File: src/rtl/ks_adder_if.sv
// Operand/result bundle for the ks_adder stage.
// master drives the operands and reads the registered result; slave is the adder.
interface ks_adder_if #(
  parameter int WIDTH = 16
);
  logic [WIDTH-1:0] A;
  logic [WIDTH-1:0] B;
  logic             Cin;
  logic [WIDTH-1:0] Sum;
  logic             Cout;

  modport master (
    output A,
    output B,
    output Cin,
    input  Sum,
    input  Cout
  );

  modport slave (
    input  A,
    input  B,
    input  Cin,
    output Sum,
    output Cout
  );
endinterface

File: src/rtl/ks_adder.sv
// Registered Kogge-Stone parallel-prefix adder: {Cout, Sum} = A + B + Cin.
// The carry-in is folded into bit 0 as a generate so the prefix tree yields
// every carry directly. The result is captured in an output register
// (1-cycle latency).
// Optional feature: define KS_INPUT_REG_EN to add an operand register stage
// ahead of the prefix tree (2-cycle latency).
module ks_adder #(
  parameter int WIDTH = 16
) (
  input  logic      clk,
  input  logic      rst_n,
  ks_adder_if.slave bus
);

  localparam int LEVELS = $clog2(WIDTH);

  logic [WIDTH-1:0] a_p0;
  logic [WIDTH-1:0] b_p0;
  logic             cin_p0;
  logic [WIDTH:0]   res_p0;
  logic [WIDTH-1:0] sum_p1;
  logic             cout_p1;

  // Kogge-Stone prefix tree. Returns {carry_out, sum}.
  // Bit 0 group covers position -1 (Cin), so its group-propagate is 0.
  // Cells whose span already reaches bit 0 are gray: they update G only,
  // because their P is never consumed by a later level.
  function automatic logic [WIDTH:0] ks_add(input logic [WIDTH-1:0] a,
                                            input logic [WIDTH-1:0] b,
                                            input logic             cin);
    logic [WIDTH-1:0] pre;
    logic [WIDTH-1:0] gk;
    logic [WIDTH-1:0] pk;
    logic [WIDTH-1:0] gn;
    logic [WIDTH-1:0] pn;
    logic [WIDTH:0]   c;
    pre   = a ^ b;
    gk    = a & b;
    gk[0] = gk[0] | (pre[0] & cin);
    pk    = pre;
    pk[0] = 1'b0;
    for (int k = 0; k < LEVELS; k++) begin
      gn = gk;
      pn = pk;
      for (int i = (1 << k); i < WIDTH; i++) begin
        gn[i] = gk[i] | (pk[i] & gk[i - (1 << k)]);
        if (i >= (2 << k)) begin
          pn[i] = pk[i] & pk[i - (1 << k)];
        end
      end
      gk = gn;
      pk = pn;
    end
    c = {gk, cin};
    return {c[WIDTH], pre ^ c[WIDTH-1:0]};
  endfunction

`ifdef KS_INPUT_REG_EN
  // ---- stage p0: operand register ----
  // Capture operands ahead of the prefix tree; cleared with reset.
  always_ff @(posedge clk or negedge rst_n) begin
    if (!rst_n) begin
      a_p0   <= '0;
      b_p0   <= '0;
      cin_p0 <= 1'b0;
    end else begin
      a_p0   <= bus.A;
      b_p0   <= bus.B;
      cin_p0 <= bus.Cin;
    end
  end
`else
  // ---- stage p0: operands feed the prefix tree directly ----
  assign a_p0   = bus.A;
  assign b_p0   = bus.B;
  assign cin_p0 = bus.Cin;
`endif

  assign res_p0 = ks_add(a_p0, b_p0, cin_p0);

  // ---- stage p1: result register ----
  // Capture sum and carry-out every cycle; reset discards any in-flight result.
  always_ff @(posedge clk or negedge rst_n) begin
    if (!rst_n) begin
      sum_p1  <= '0;
      cout_p1 <= 1'b0;
    end else begin
      sum_p1  <= res_p0[WIDTH-1:0];
      cout_p1 <= res_p0[WIDTH];
    end
  end

  assign bus.Sum  = sum_p1;
  assign bus.Cout = cout_p1;

endmodule

File: src/flat_wrapper.sv
// flat-port wrapper written by rule: the top's interface ports become plain ports
module ks_adder_flat 
#(
  parameter int WIDTH = 16
)
  (clk, rst_n, bus_A, bus_B, bus_Cin, bus_Sum, bus_Cout);
  ks_adder_if #(.WIDTH(WIDTH)) bus_i ();
  input  logic clk;
  input  logic rst_n;
  input wire logic [$bits(bus_i.A)-1:0] bus_A;
  input wire logic [$bits(bus_i.B)-1:0] bus_B;
  input wire logic [$bits(bus_i.Cin)-1:0] bus_Cin;
  output wire logic [$bits(bus_i.Sum)-1:0] bus_Sum;
  output wire logic [$bits(bus_i.Cout)-1:0] bus_Cout;
  assign bus_i.A = bus_A;
  assign bus_i.B = bus_B;
  assign bus_i.Cin = bus_Cin;
  assign bus_Sum = bus_i.Sum;
  assign bus_Cout = bus_i.Cout;
  ks_adder #(.WIDTH(WIDTH)) u_core (.clk(clk), .rst_n(rst_n), .bus(bus_i));
endmodule
File: config.mk
export PLATFORM = sky130hd
export DESIGN_NAME = ks_adder_flat
export DESIGN_NICKNAME = d
export VERILOG_FILES = /design/src/rtl/ks_adder_if.sv /design/src/rtl/ks_adder.sv /design/src/flat_wrapper.sv
export SDC_FILE = /design/constraint.sdc
export NUM_CORES = 1
export LEC_CHECK = 0
export ABC_CLOCK_PERIOD_IN_PS = 800
export CAP_MARGIN = 20
export CORE_MARGIN = 2
export CORE_UTILIZATION = 27
export CTS_CLUSTER_DIAMETER = 40
export CTS_CLUSTER_SIZE = 14
export DETAILED_ROUTE_END_ITERATION = 10
export PLACE_DENSITY_LB_ADDON = 0.12
export SLEW_MARGIN = 20
export SYNTH_ARGS = -nofsm -noshare
export SYNTH_HDL_FRONTEND = slang
export SYNTH_SLANG_ARGS = --single-unit
File: constraint.sdc
create_clock -name clk -period 0.8 [get_ports clk]
set_input_delay 0.16 -clock clk [delete_from_list [all_inputs] [get_ports clk]]
set_output_delay 0.16 -clock clk [all_outputs]
set_load 0.005 [all_outputs]
==> results of run 1 <==
routing by layer:
layer,track usage,up-vias,part of all wire
li1,-,764,-
met1,0.201,725,0.41
met2,0.304,41,0.53
met3,0.0320,8,0.045
met4,0.0673,0,0.017
met5,0,-,0
area by class of cell:
cell class / count / share of cell area
clock buffers: 4 / 0.0161
repair buffers: 119 / 0.331
inverters: 7 / 0.00937
multi-input cells: 113 / 0.461
flip-flops and latches: 17 / 0.152
well taps: 70 / 0.0312
Yosys cell counts (all sizes together):
cell      n  area [um^2]
nor4      3         31.3
a2111oi   2         18.8
xnor2     8         70.1
nor3b     1         7.51
nand2    10         37.5
xor2      2         17.5
o21ai     6         33.8
a221oi    1         15.0
nand4bb   1         11.3
dfrtp    17          425
or3       2         12.5
nand3b    2         15.0
a211oi    2         20.0
clkbuf    1         13.8
ha       15          188
nand3     1         5.00
o211ai    3         32.5
o2111ai   1         8.76
o211a     1         10.0
nor2b     2         12.5
and4      1         10.0
inv       7         26.3
nand2b    1         6.26
mux2i     1         10.0
a31o      2         17.5
nor2      5         18.8
buf       4         37.5
a31oi     1         6.26
fa        2         40.0
o21a      2         15.0
a21oi    12         63.8
o311ai    1         8.76
nand4     3         18.8
a21o      7         53.8
and3      4         26.3
o311a     2         20.0
and2      4         27.5
nor3      2         10.0
how the worst min path moves through the flow:
stage / start / endpoint / slack, ns / cells after the start
final: bus_Cin / u_core.bus.Sum[0]$_DFF_PN0_ / 0.20 / 2
after global placement: rst_n / u_core.bus.Sum[2]$_DFF_PN0_ / 0.51 / 2
after global routing: bus_Cin / u_core.bus.Sum[0]$_DFF_PN0_ / 0.20 / 2
after CTS: bus_Cin / u_core.bus.Sum[0]$_DFF_PN0_ / 0.21 / 2
after floorplan: rst_n / u_core.bus.Cout$_DFF_PN0_ / -0.14 / 0
after detailed placement: rst_n / u_core.bus.Sum[2]$_DFF_PN0_ / 0.52 / 2
sequential cells by signal, indices dropped and copies added (netlist names):
name             flops
u_core.bus.Cout      1
u_core.bus.Sum      16
placed cells by master, fill, tap and decap left out, types with 4 or more instances in the layout:
master	n
sky130_fd_sc_hd__ha_4	12
sky130_fd_sc_hd__a21oi_1	4
sky130_fd_sc_hd__inv_1	4
sky130_fd_sc_hd__buf_4	61
sky130_fd_sc_hd__a21oi_2	6
sky130_fd_sc_hd__nand2_1	9
sky130_fd_sc_hd__xnor2_1	6
sky130_fd_sc_hd__dfrtp_1	17
sky130_fd_sc_hd__a21o_1	6
sky130_fd_sc_hd__buf_2	22
sky130_fd_sc_hd__dlygate4sd2_1	19
sky130_fd_sc_hd__buf_6	8
through the flow:
step                      cell area [um^2]  hold slack [ns]  cells
final                                 2800            0.201    330
after global routing                  2800            0.203    330
after global placement                2370            0.513    303
after CTS                             2700            0.210    327
after floorplan                       1470           -0.136    142
after detailed placement              2370            0.518    303
where the power goes:
group | switching (uW) | internal, uW
Sequential | 38.2 | 1030
Combinational | 887 | 1140
Clock | 263 | 352
worst max-delay path: stages:
cell and delay [ns]:
sky130_fd_sc_hd__buf_6 0.10, sky130_fd_sc_hd__fa_2 0.39, sky130_fd_sc_hd__buf_4 0.14, sky130_fd_sc_hd__buf_6 0.10, sky130_fd_sc_hd__a21o_1 0.19, sky130_fd_sc_hd__and4_4 0.17
sky130_fd_sc_hd__buf_4 0.13, sky130_fd_sc_hd__o211ai_1 0.18, sky130_fd_sc_hd__buf_4 0.19, sky130_fd_sc_hd__o311a_4 0.20
logic make-up after synthesis:
logic type / Yosys count / synth area share
flip-flops: 17 / 0.303
adder cells (fa/ha/maj): 17 / 0.162
XOR/XNOR: 10 / 0.0624
buffers and inverters: 12 / 0.0553
AND/OR/NAND/NOR: 42 / 0.178
AO/OA/AOI/OAI: 43 / 0.231
multiplexers: 1 / 0.00714
timing repair:
item,CTS,global route
resized for setup,174,13
cloned,0,0
setup endpoints to repair,34,33
setup buffers,21,3
pin swaps,50,21
==> results.md, run 1 <==
| Result | Reported |
| --- | --- |
| Number of antenna cells inserted | 0 |
| Number of hold violations in the final report | 0 |
| Syn-to-layout area delta | 99.9% |
| Global route overflow | 0 |
| Combined area of the multi-input logic cells | 0.00129 mm^2 |
| Worst IR drop on VDD | 0.000464 V |
| TritonCTS buffer count | 3 |
| TritonCTS clock tree | done |
| Synth Cell Area | 0.00140 mm^2 |
| Critical Path Sink Type | flop |
| Fraction of the cycle the final worst path needs | 2.20 |
| Post-synth cell types | 49 |
| Wire length per cell after detailed routing | 14.2 um |
| Total Die Area | 0.00579 mm^2 |
| Yosys warnings | 0 |
| Number of hold buffers added after cts | 0 |
| HPWL after detailed placement | 3.41 mm |
| Post-synthesis instance total | 142 |
| Sinks on Clock Net | 17 |
| Violations in the final reports | negative setup slack |
| Number of remaining DRC errors | 0 |
| Final weighted congestion in routability-driven placement | 0.858 |
| Clock root buffer | sky130_fd_sc_hd__clkbuf_8 |
| Final setup margin | -0.963 ns |
| Mean number of vias per cell | 4.66 |
| Router iterations before antenna repair | 4 |
| WP data arrival | 1.95 ns |
| P per Cell Area | 1330 mW/mm^2 |
| Slew of the pin with the lowest slew margin | 0.431 ns |
| WS Path Type | in -> reg |
| Post-synthesis area per instance | 9.88 um^2 |
| Fin crit period | 1.76 ns |
| Clock-pin slew of the registers on the worst-case setup and hold paths | 0.06 ns |
| Count of vias placed by the detailed router | 1,538 |
| Register cell area after layout | 425 um^2 |
| Setup repair after global routing missed its margin | yes |
| Overall power | 3720 uW |
| Total leakage power | 0.00128 uW |
| Horizontal extent of the die | 76.1 um |
| Relative slew slack | 0.712 |
| Starting density of the core | 0.276 |
| Io pins | 52 |
| Fillers | 482 |
| Max-cap check violation count | 0 |
| Number of global-route vias before repair | 1,671 |
| Share of final-layout standard cells stronger than drive strength 1 | 0.600 |
| Post-synthesis sequential element count | 17 |
| # setup viols final | 33 |
| Worst-case setup slack after placement | -1.58 ns |
| Vert. Die Dim | 76.1 um |
| Syn Nets | 194 |
| CP Capture Point | u_core.bus.Sum[9]$_DFF_PN0_ |
| Drt total wl | 4.69 mm |
| Global-route wire length before repair | 8.03 mm |
| Maximum clock frequency | 567 MHz |
| FP Rows | 26 |
| Number of nets still failing antenna checks after routing | 0 |
| Accumulated negative setup slack | -13.31 ns |
| WP data required | 0.98 ns |
| Area of the core region | 0.00507 mm^2 |
| Max clock buf depth | 2 |
| Worst min-delay path class | in -> reg |
| Startpoint kind of the worst setup timing path | primary input |
| Max FO, Critical Path | 4 |
| Number of nets at the end of the flow | 313 |
| Pin count of the biggest net entering global routing | 18 |
| Initial antenna violation count | 0 |
| Final core area utilization | 0.553 |
| Crit path from | bus_A[0] |
| Input/output buffers | 51 |
| H-Tree Depth | 1 |
| Number of slew-limit violations in the final report | 0 |
| GRT Overall Usage | 0.170 |
| Run status | finished, violations left |
| First DRT Iteration DRCs | 39 |
| Post-synthesis sequential area ratio | 0.303 |
(Power assumes the default switching activity.)
==> inputs of run 2 (changes only) <==
--- a/config.mk
+++ b/config.mk
@@ -5,10 +5,11 @@
 export SDC_FILE = /design/constraint.sdc
 export NUM_CORES = 1
 export LEC_CHECK = 0
+export ABC_AREA = 1
 export ABC_CLOCK_PERIOD_IN_PS = 800
 export CAP_MARGIN = 20
 export CORE_MARGIN = 2
-export CORE_UTILIZATION = 27
+export CORE_UTILIZATION = 35
 export CTS_CLUSTER_DIAMETER = 40
 export CTS_CLUSTER_SIZE = 14
 export DETAILED_ROUTE_END_ITERATION = 10
==> run 2 against run 1 <==
The run still ends with negative setup slack left. Hold slack improved by 0.0084 ns. Clock power decreased by 3.9%. Combinational power decreased by 25%. Total power decreased by 15%. Clock-buffer cell count unchanged. Flip-flop and latch count unchanged. Critical endpoint is now u_core.bus.Sum[12]$_DFF_PN0_.
==> results.md, run 2 <==
| Result | Reported |
| --- | --- |
| Run status | finished, violations left |
| Violations in the final reports | negative setup slack |
| Share of synthesized flip-flops with an asynchronous set or reset | 1.00 |
| H-Tree Depth | 1 |
| Post-synth cell types | 20 |
| # setup viols final | 33 |
| WP data arrival | 1.40 ns |
| Most used cells in the layout excluding fill and tap cells | sky130_fd_sc_hd__nand2_1, sky130_fd_sc_hd__inv_1, sky130_fd_sc_hd__dlygate4sd2_1 |
| WS Path Type | in -> reg |
| WHS Endpoint | u_core.bus.Sum[0]$_DFF_PN0_ |
| Relative contribution of sequential cells to total power | 0.331 |
| Post-synthesis sequential area ratio | 0.297 |
| Max FO, Critical Path | 3 |
| TritonCTS clock tree | done |
| Number of nets still failing antenna checks after routing | 0 |
| Clock root buffer | sky130_fd_sc_hd__clkbuf_8 |
| Synth Cell Area | 0.00143 mm^2 |
| Accumulated negative setup slack | -7.27 ns |
| Fraction of the cycle the final worst path needs | 1.59 |
| Total leakage power | 0.00129 uW |
| Worst IR drop on VDD | 0.000502 V |
| Number of nets at the end of the flow | 337 |
| Number of antenna cells inserted | 0 |
| Yosys warnings | 0 |
| Vert. Die Dim | 68.0 um |
| Leading cell type by number of instances after synthesis | sky130_fd_sc_hd__nand2_1 |
| Number of global-route vias before repair | 1,401 |
| Critical Path Sink Type | flop |
| Number of slew-limit violations in the final report | 0 |
| GRT Overall Usage | 0.166 |
| Total Die Area | 0.00462 mm^2 |
| Input/output buffers | 51 |
| Total placed cells including tap cells | 326 |
| Portion of total power attributed to combinational logic | 0.482 |
| Maximum clock frequency | 787 MHz |
| Share of final-layout standard cells stronger than drive strength 1 | 0.401 |
| Met2 usage | 0.288 |
| Synth cell count leaders | sky130_fd_sc_hd__nand2_1, sky130_fd_sc_hd__inv_1, sky130_fd_sc_hd__dfrtp_1 |
| HPWL after detailed placement | 2.79 mm |
| Final setup margin | -0.470 ns |
| GRT met1 Usage | 0.218 |
| Switching power of the nets | 1040 uW |
| Non-filler cells in the finished layout | 334 |
| Max FFs per register | 16 |
| First DRT Iteration DRCs | 34 |
| Horizontal extent of the die | 68.0 um |
| Post-synthesis sequential element count | 17 |
| Clock-pin slew of the registers on the worst-case setup and hold paths | 0.06 ns |
| Post-synthesis instance total | 206 |
| Most frequent standard cell in the layout excluding fill and tap cells | sky130_fd_sc_hd__nand2_1 |
| Startpoint kind of the worst setup timing path | primary input |
| Number of hold buffers added after cts | 0 |
| Sinks on Clock Net | 17 |
| Max clock buf depth | 2 |
| Relative slew slack | 0.864 |
| Slew of the pin with the lowest slew margin | 0.204 ns |
| Io pins | 52 |
| Syn Nets | 258 |
| Top cells by area, synth | sky130_fd_sc_hd__dfrtp_1, sky130_fd_sc_hd__nand2_1, sky130_fd_sc_hd__ha_1, sky130_fd_sc_hd__inv_1, sky130_fd_sc_hd__nand3_1 |
| Number of remaining DRC errors | 0 |
| Hold path startpoint | bus_Cin |
| Router iterations before antenna repair | 4 |
| Count of vias placed by the detailed router | 1,472 |
| Most common flop cell mapped by yosys | sky130_fd_sc_hd__dfrtp_1 |
| Post-synthesis area per instance | 6.95 um^2 |
| FP Rows | 23 |
| Worst min-delay path class | in -> reg |
| Mean number of vias per cell | 4.41 |
| Routing usage on met3 | 0.0181 |
| Top-area cell type share of the netlist area | 0.297 |
| Max-cap check violation count | 0 |
| Number of enable flip-flop cells after synthesis | 0 |
| Initial antenna violation count | 0 |
| WP data required | 0.93 ns |
| Wire length per cell after detailed routing | 10.4 um |
| Number of hold violations in the final report | 0 |
| P per Cell Area | 1300 mW/mm^2 |
| Starting density of the core | 0.360 |
| TritonCTS buffer count | 3 |
| Share of total power in the clock network | 0.187 |
| Pin count of the biggest net entering global routing | 18 |
| Global route overflow | 0 |
| Syn-to-layout area delta | 70.0% |
| Most area-hungry cell type in the Yosys netlist | sky130_fd_sc_hd__dfrtp_1 |
| Area of the core region | 0.00397 mm^2 |
| Setup repair after global routing missed its margin | yes |
| Cell internal pwr | 2130 uW |
| Final weighted congestion in routability-driven placement | 0.769 |
| Fillers | 381 |
| Fin crit period | 1.27 ns |
| Global-route wire length before repair | 5.95 mm |
| Drt total wl | 3.47 mm |
| Hold path cells | 2 |
| Grt peak-use layer | met2 |
| Switching power share of the total | 0.327 |
[run 2: changes by cell type after synthesis, sizes merged, moves of 6 or more]
cell   previous run  this run
nand2            10        84
inv               7        43
nand3             1        11
a21o              7         0
nor2              5        11
o21ai             6         0
[run 2: metal layers]
layer  share of wire  wire [um]
met5               0          0
met4          0.0049         17
met3           0.048        165
met2            0.50       1740
met1            0.45       1550
[run 2: power groups by stage]
| stage | Combinational (uW) | Sequential, uW | Clock [uW] |
|---|---|---|---|
| 3_3_place_gp | 1500 | 1080 | 0 |
| 3_5_place_dp | 1520 | 1080 | 0 |
| 6_report | 1530 | 1050 | 592 |
| 4_1_cts | 1480 | 1060 | 603 |
| 5_1_grt | 1720 | 1070 | 652 |
| 2_1_floorplan | 685 | 1100 | 0 |
[run 2: timing repair]
item / CTS / global route
endpoints found under the setup margin: 34 / 33
resized for setup: 144 / 8
setup buffers: 2 / 2
pin swaps: 29 / 7
gates cloned: 0 / 0
[run 2: worst max-delay path, cell delays in order]
cell                      delay, ns
sky130_fd_sc_hd__buf_6         0.09
sky130_fd_sc_hd__fa_2          0.39
sky130_fd_sc_hd__inv_2         0.06
sky130_fd_sc_hd__fa_2          0.20
sky130_fd_sc_hd__inv_2         0.05
sky130_fd_sc_hd__nand3_2       0.07
sky130_fd_sc_hd__nand3_4       0.10
sky130_fd_sc_hd__nand3_4       0.09
sky130_fd_sc_hd__nand3_4       0.07
sky130_fd_sc_hd__nand2_1       0.07
sky130_fd_sc_hd__nand2_1       0.05
[run 2: kinds of logic after synthesis]
kind of cell / share of synthesized area
xor gates and xnor gates: 0.0428
and+or+nand+nor: 0.344
adders and majority gates: 0.159
buffers and inverters: 0.113
DFF: 0.297
AOI/OAI and AO/OA: 0.0437
[run 2: how the worst max path moves through the flow]
| stage | start | endpoint | slack, ns |
|---|---|---|---|
| after CTS | bus_Cin | u_core.bus.Sum[12]$_DFF_PN0_ | -0.47 |
| after floorplan | bus_A[0] | u_core.bus.Cout$_DFF_PN0_ | -0.56 |
| after detailed placement | bus_A[0] | u_core.bus.Sum[10]$_DFF_PN0_ | -1.12 |
| final | bus_Cin | u_core.bus.Sum[12]$_DFF_PN0_ | -0.47 |
| after global routing | bus_Cin | u_core.bus.Sum[12]$_DFF_PN0_ | -0.57 |
| after global placement | bus_A[0] | u_core.bus.Sum[14]$_DFF_PN0_ | -1.07 |
[run 2: area by class of cell]
cell class / count / area, um^2 / share of cell area
Sequential cell: 17 / 425 / 0.175
Timing Repair Buffer: 74 / 576 / 0.237
Inverter: 43 / 161 / 0.0663
Tap cell: 50 / 62.6 / 0.0257
Clock buffer: 4 / 45.0 / 0.0185
Multi-Input combinational cell: 146 / 1160 / 0.478
[run 2: through the flow]
stage / hold slack (ns) / cell area (um^2) / total power, uW / setup WS [ns] / utilization
6_report: 0.210 / 2430 / 3170 / -0.470 / 0.613
5_1_grt: 0.213 / 2430 / 3440 / -0.571 / 0.613
4_1_cts: 0.208 / 2390 / 3130 / -0.474 / 0.602
3_5_place_dp: 0.505 / 2280 / 2600 / -1.12 / 0.574
3_3_place_gp: 0.507 / 2280 / 2580 / -1.07 / 0.574
2_1_floorplan: -0.136 / 1550 / 1790 / -0.558 / -
==> inputs of run 3 (changes only) <==
--- a/config.mk
+++ b/config.mk
@@ -11,9 +11,10 @@
 export CORE_MARGIN = 2
 export CORE_UTILIZATION = 35
 export CTS_CLUSTER_DIAMETER = 40
-export CTS_CLUSTER_SIZE = 14
+export CTS_CLUSTER_SIZE = 28
 export DETAILED_ROUTE_END_ITERATION = 10
 export PLACE_DENSITY_LB_ADDON = 0.12
+export SETUP_SLACK_MARGIN = 0.5
 export SLEW_MARGIN = 20
 export SYNTH_ARGS = -nofsm -noshare
 export SYNTH_HDL_FRONTEND = slang
==> run 3 against run 2 <==
Die area did not move. Combinational power barely moved. Highest routed layer unchanged. The flow finishes with violations (negative hold slack, negative setup slack). Largest cell class unchanged. Clock power barely moved. Flip-flop and latch count did not move. Fmax fell by 1.9%. Critical path depth did not move.
==> results.md, run 3 (synthesis results as in run 2) <==
| Result | Reported |
| --- | --- |
| Most used cells in the layout excluding fill and tap cells | sky130_fd_sc_hd__nand2_1, sky130_fd_sc_hd__inv_1, sky130_fd_sc_hd__dlygate4sd2_1 |
| Amount of wire on met2 after detailed routing | 1.78 mm |
| Relative slew slack | 0.856 |
| Number of nets still failing antenna checks after routing | 0 |
| FP Rows | 23 |
| Count of vias placed by the detailed router | 1,490 |
| Max stage delay cell, worst path | sky130_fd_sc_hd__fa_2 |
| TritonCTS buffer count | 3 |
| # setup viols final | 33 |
| Sinks on Clock Net | 17 |
| Router iterations before antenna repair | 4 |
| TritonCTS clock tree | done |
| Worst min-delay path class | in -> async |
| HPWL after detailed placement | 2.79 mm |
| Io pins | 52 |
| Number of slew-limit violations in the final report | 0 |
| Critical path, cell by cell | buf_6, fa_2, inv_2, fa_2, inv_2, nand3_2, nand3_4, nand3_4, nand3_4, nand2_2, nand2_1 |
| Worst IR drop on VDD | 0.000523 V |
| Delay of the slowest critical-path stage | 0.39 ns |
| Number of antenna cells inserted | 0 |
| Max-cap check violation count | 0 |
| WS Path Type | in -> reg |
| Post-placement cell area | 0.00228 mm^2 |
| Pin count of the biggest net entering global routing | 10 |
| Horizontal extent of the die | 68.0 um |
| Total leakage power | 0.00132 uW |
| WP data required | 0.93 ns |
| First DRT Iteration DRCs | 48 |
| Cell type group with the largest total delay on the critical path | adder cells |
| Worst-case setup slack after placement | -1.12 ns |
| Final standard cell area without fillers | 0.00248 mm^2 |
| Clock-pin slew of the registers on the worst-case setup and hold paths | 0.06 ns |
| Critical Path Sink Type | flop |
| Drt total wl | 3.55 mm |
| H-Tree Depth | 1 |
| Initial antenna violation count | 0 |
| Slew of the pin with the lowest slew margin | 0.215 ns |
| Startpoint kind of the worst setup timing path | primary input |
| Bufs and invs on worst path | 3 |
| Clock root buffer | sky130_fd_sc_hd__clkbuf_8 |
| Number of remaining DRC errors | 0 |
| Fin crit period | 1.29 ns |
| Global route overflow | 0 |
| Vert. Die Dim | 68.0 um |
| Total Die Area | 0.00462 mm^2 |
| Maximum clock frequency | 773 MHz |
| Number of global-route vias before repair | 1,417 |
| Most frequent standard cell in the layout excluding fill and tap cells | sky130_fd_sc_hd__nand2_1 |
| Overall power | 3210 uW |
| Final setup margin | -0.494 ns |
| Length of routed met3 wiring | 148 um |
| Met1 WL | 1.60 mm |
| Input/output buffers | 51 |
| Starting density of the core | 0.360 |
| Max FFs per register | 16 |
| WP data arrival | 1.42 ns |
| Syn-to-layout area delta | 73.3% |
| Share of final-layout standard cells stronger than drive strength 1 | 0.409 |
| Top routing layer in use | met4 |
| Fraction of the cycle the final worst path needs | 1.62 |
| Number of nets at the end of the flow | 339 |
| P per Cell Area | 1290 mW/mm^2 |
| Worst path most repeated cell | sky130_fd_sc_hd__nand3_4 |
| Run status | finished, violations left |
| Number of hold violations in the final report | 9 |
| Wire length per cell after detailed routing | 10.6 um |
| Max clock buf depth | 2 |
| Mean number of vias per cell | 4.43 |
| Max FO, Critical Path | 3 |
| Area of the core region | 0.00397 mm^2 |
| Global-route wire length before repair | 6.02 mm |
| Final weighted congestion in routability-driven placement | 0.769 |
| Violations in the final reports | negative hold slack, negative setup slack |
| GRT Overall Usage | 0.167 |
| Hold Worst Slack | -0.00788 ns |
| Setup repair after global routing missed its margin | yes |
run 3: changes by cell type in the layout (fill, tap and decap cells not counted), sizes merged:
| cell | change |
|---|---|
| buf | +1 |
| dlygate4sd2 | +1 |
| bufbuf | +1 |
| clkdlybuf4s50 | -1 |
run 3: worst max path at each step:
stage | slack, ns | endpoint | from | cells past startpoint
after floorplan | -0.56 | u_core.bus.Cout$_DFF_PN0_ | bus_A[0] | 10
after global placement | -1.07 | u_core.bus.Sum[14]$_DFF_PN0_ | bus_A[0] | 10
after detailed placement | -1.12 | u_core.bus.Sum[10]$_DFF_PN0_ | bus_A[0] | 10
after CTS | -0.47 | u_core.bus.Sum[12]$_DFF_PN0_ | bus_Cin | 11
after global routing | -0.59 | u_core.bus.Cout$_DFF_PN0_ | bus_A[0] | 11
final | -0.49 | u_core.bus.Cout$_DFF_PN0_ | bus_A[0] | 11
run 3: power by group:
group | switching [uW] | internal, uW
Sequential | 33.4 | 1020
Clock | 243 | 352
Combinational | 774 | 790
run 3: layout make-up:
class                      count  area, um^2
fill                         381        1490
multi-input combinational    146        1170
timing repair buffer          76         621
sequential                    17         425
inverter                      43         161
tap                           50        62.6
clock buffer                   4        45.0
run 3: timing repair:
| action | in CTS | in global routing |
|---|---|---|
| hold endpoints to repair | 9 | 0 |
| buffers inserted | 2 | 3 |
| setup endpoints to repair | 51 | 34 |
| cloned | 1 | 0 |
| pin swaps | 29 | 11 |
| gates resized for setup | 145 | 10 |
run 3: through the flow:
stage | hold WS (ns) | utilization | TNS (ns) | std cells
2_1_floorplan | -0.136 | - | -6.16 | 206
3_3_place_gp | 0.507 | 0.574 | -17.97 | 326
3_5_place_dp | 0.505 | 0.574 | -18.27 | 326
4_1_cts | -0.00779 | 0.610 | -7.00 | 333
5_1_grt | 0.0155 | 0.625 | -9.26 | 336
6_report | -0.00788 | 0.625 | -7.61 | 336
run 3: per-layer routing:
| layer | GRT usage | vias up |
|---|---|---|
| met5 | 0 | - |
| met4 | 0.0425 | 0 |
| met3 | 0.0181 | 2 |
| met2 | 0.294 | 29 |
| met1 | 0.218 | 676 |
| li1 | - | 783 |
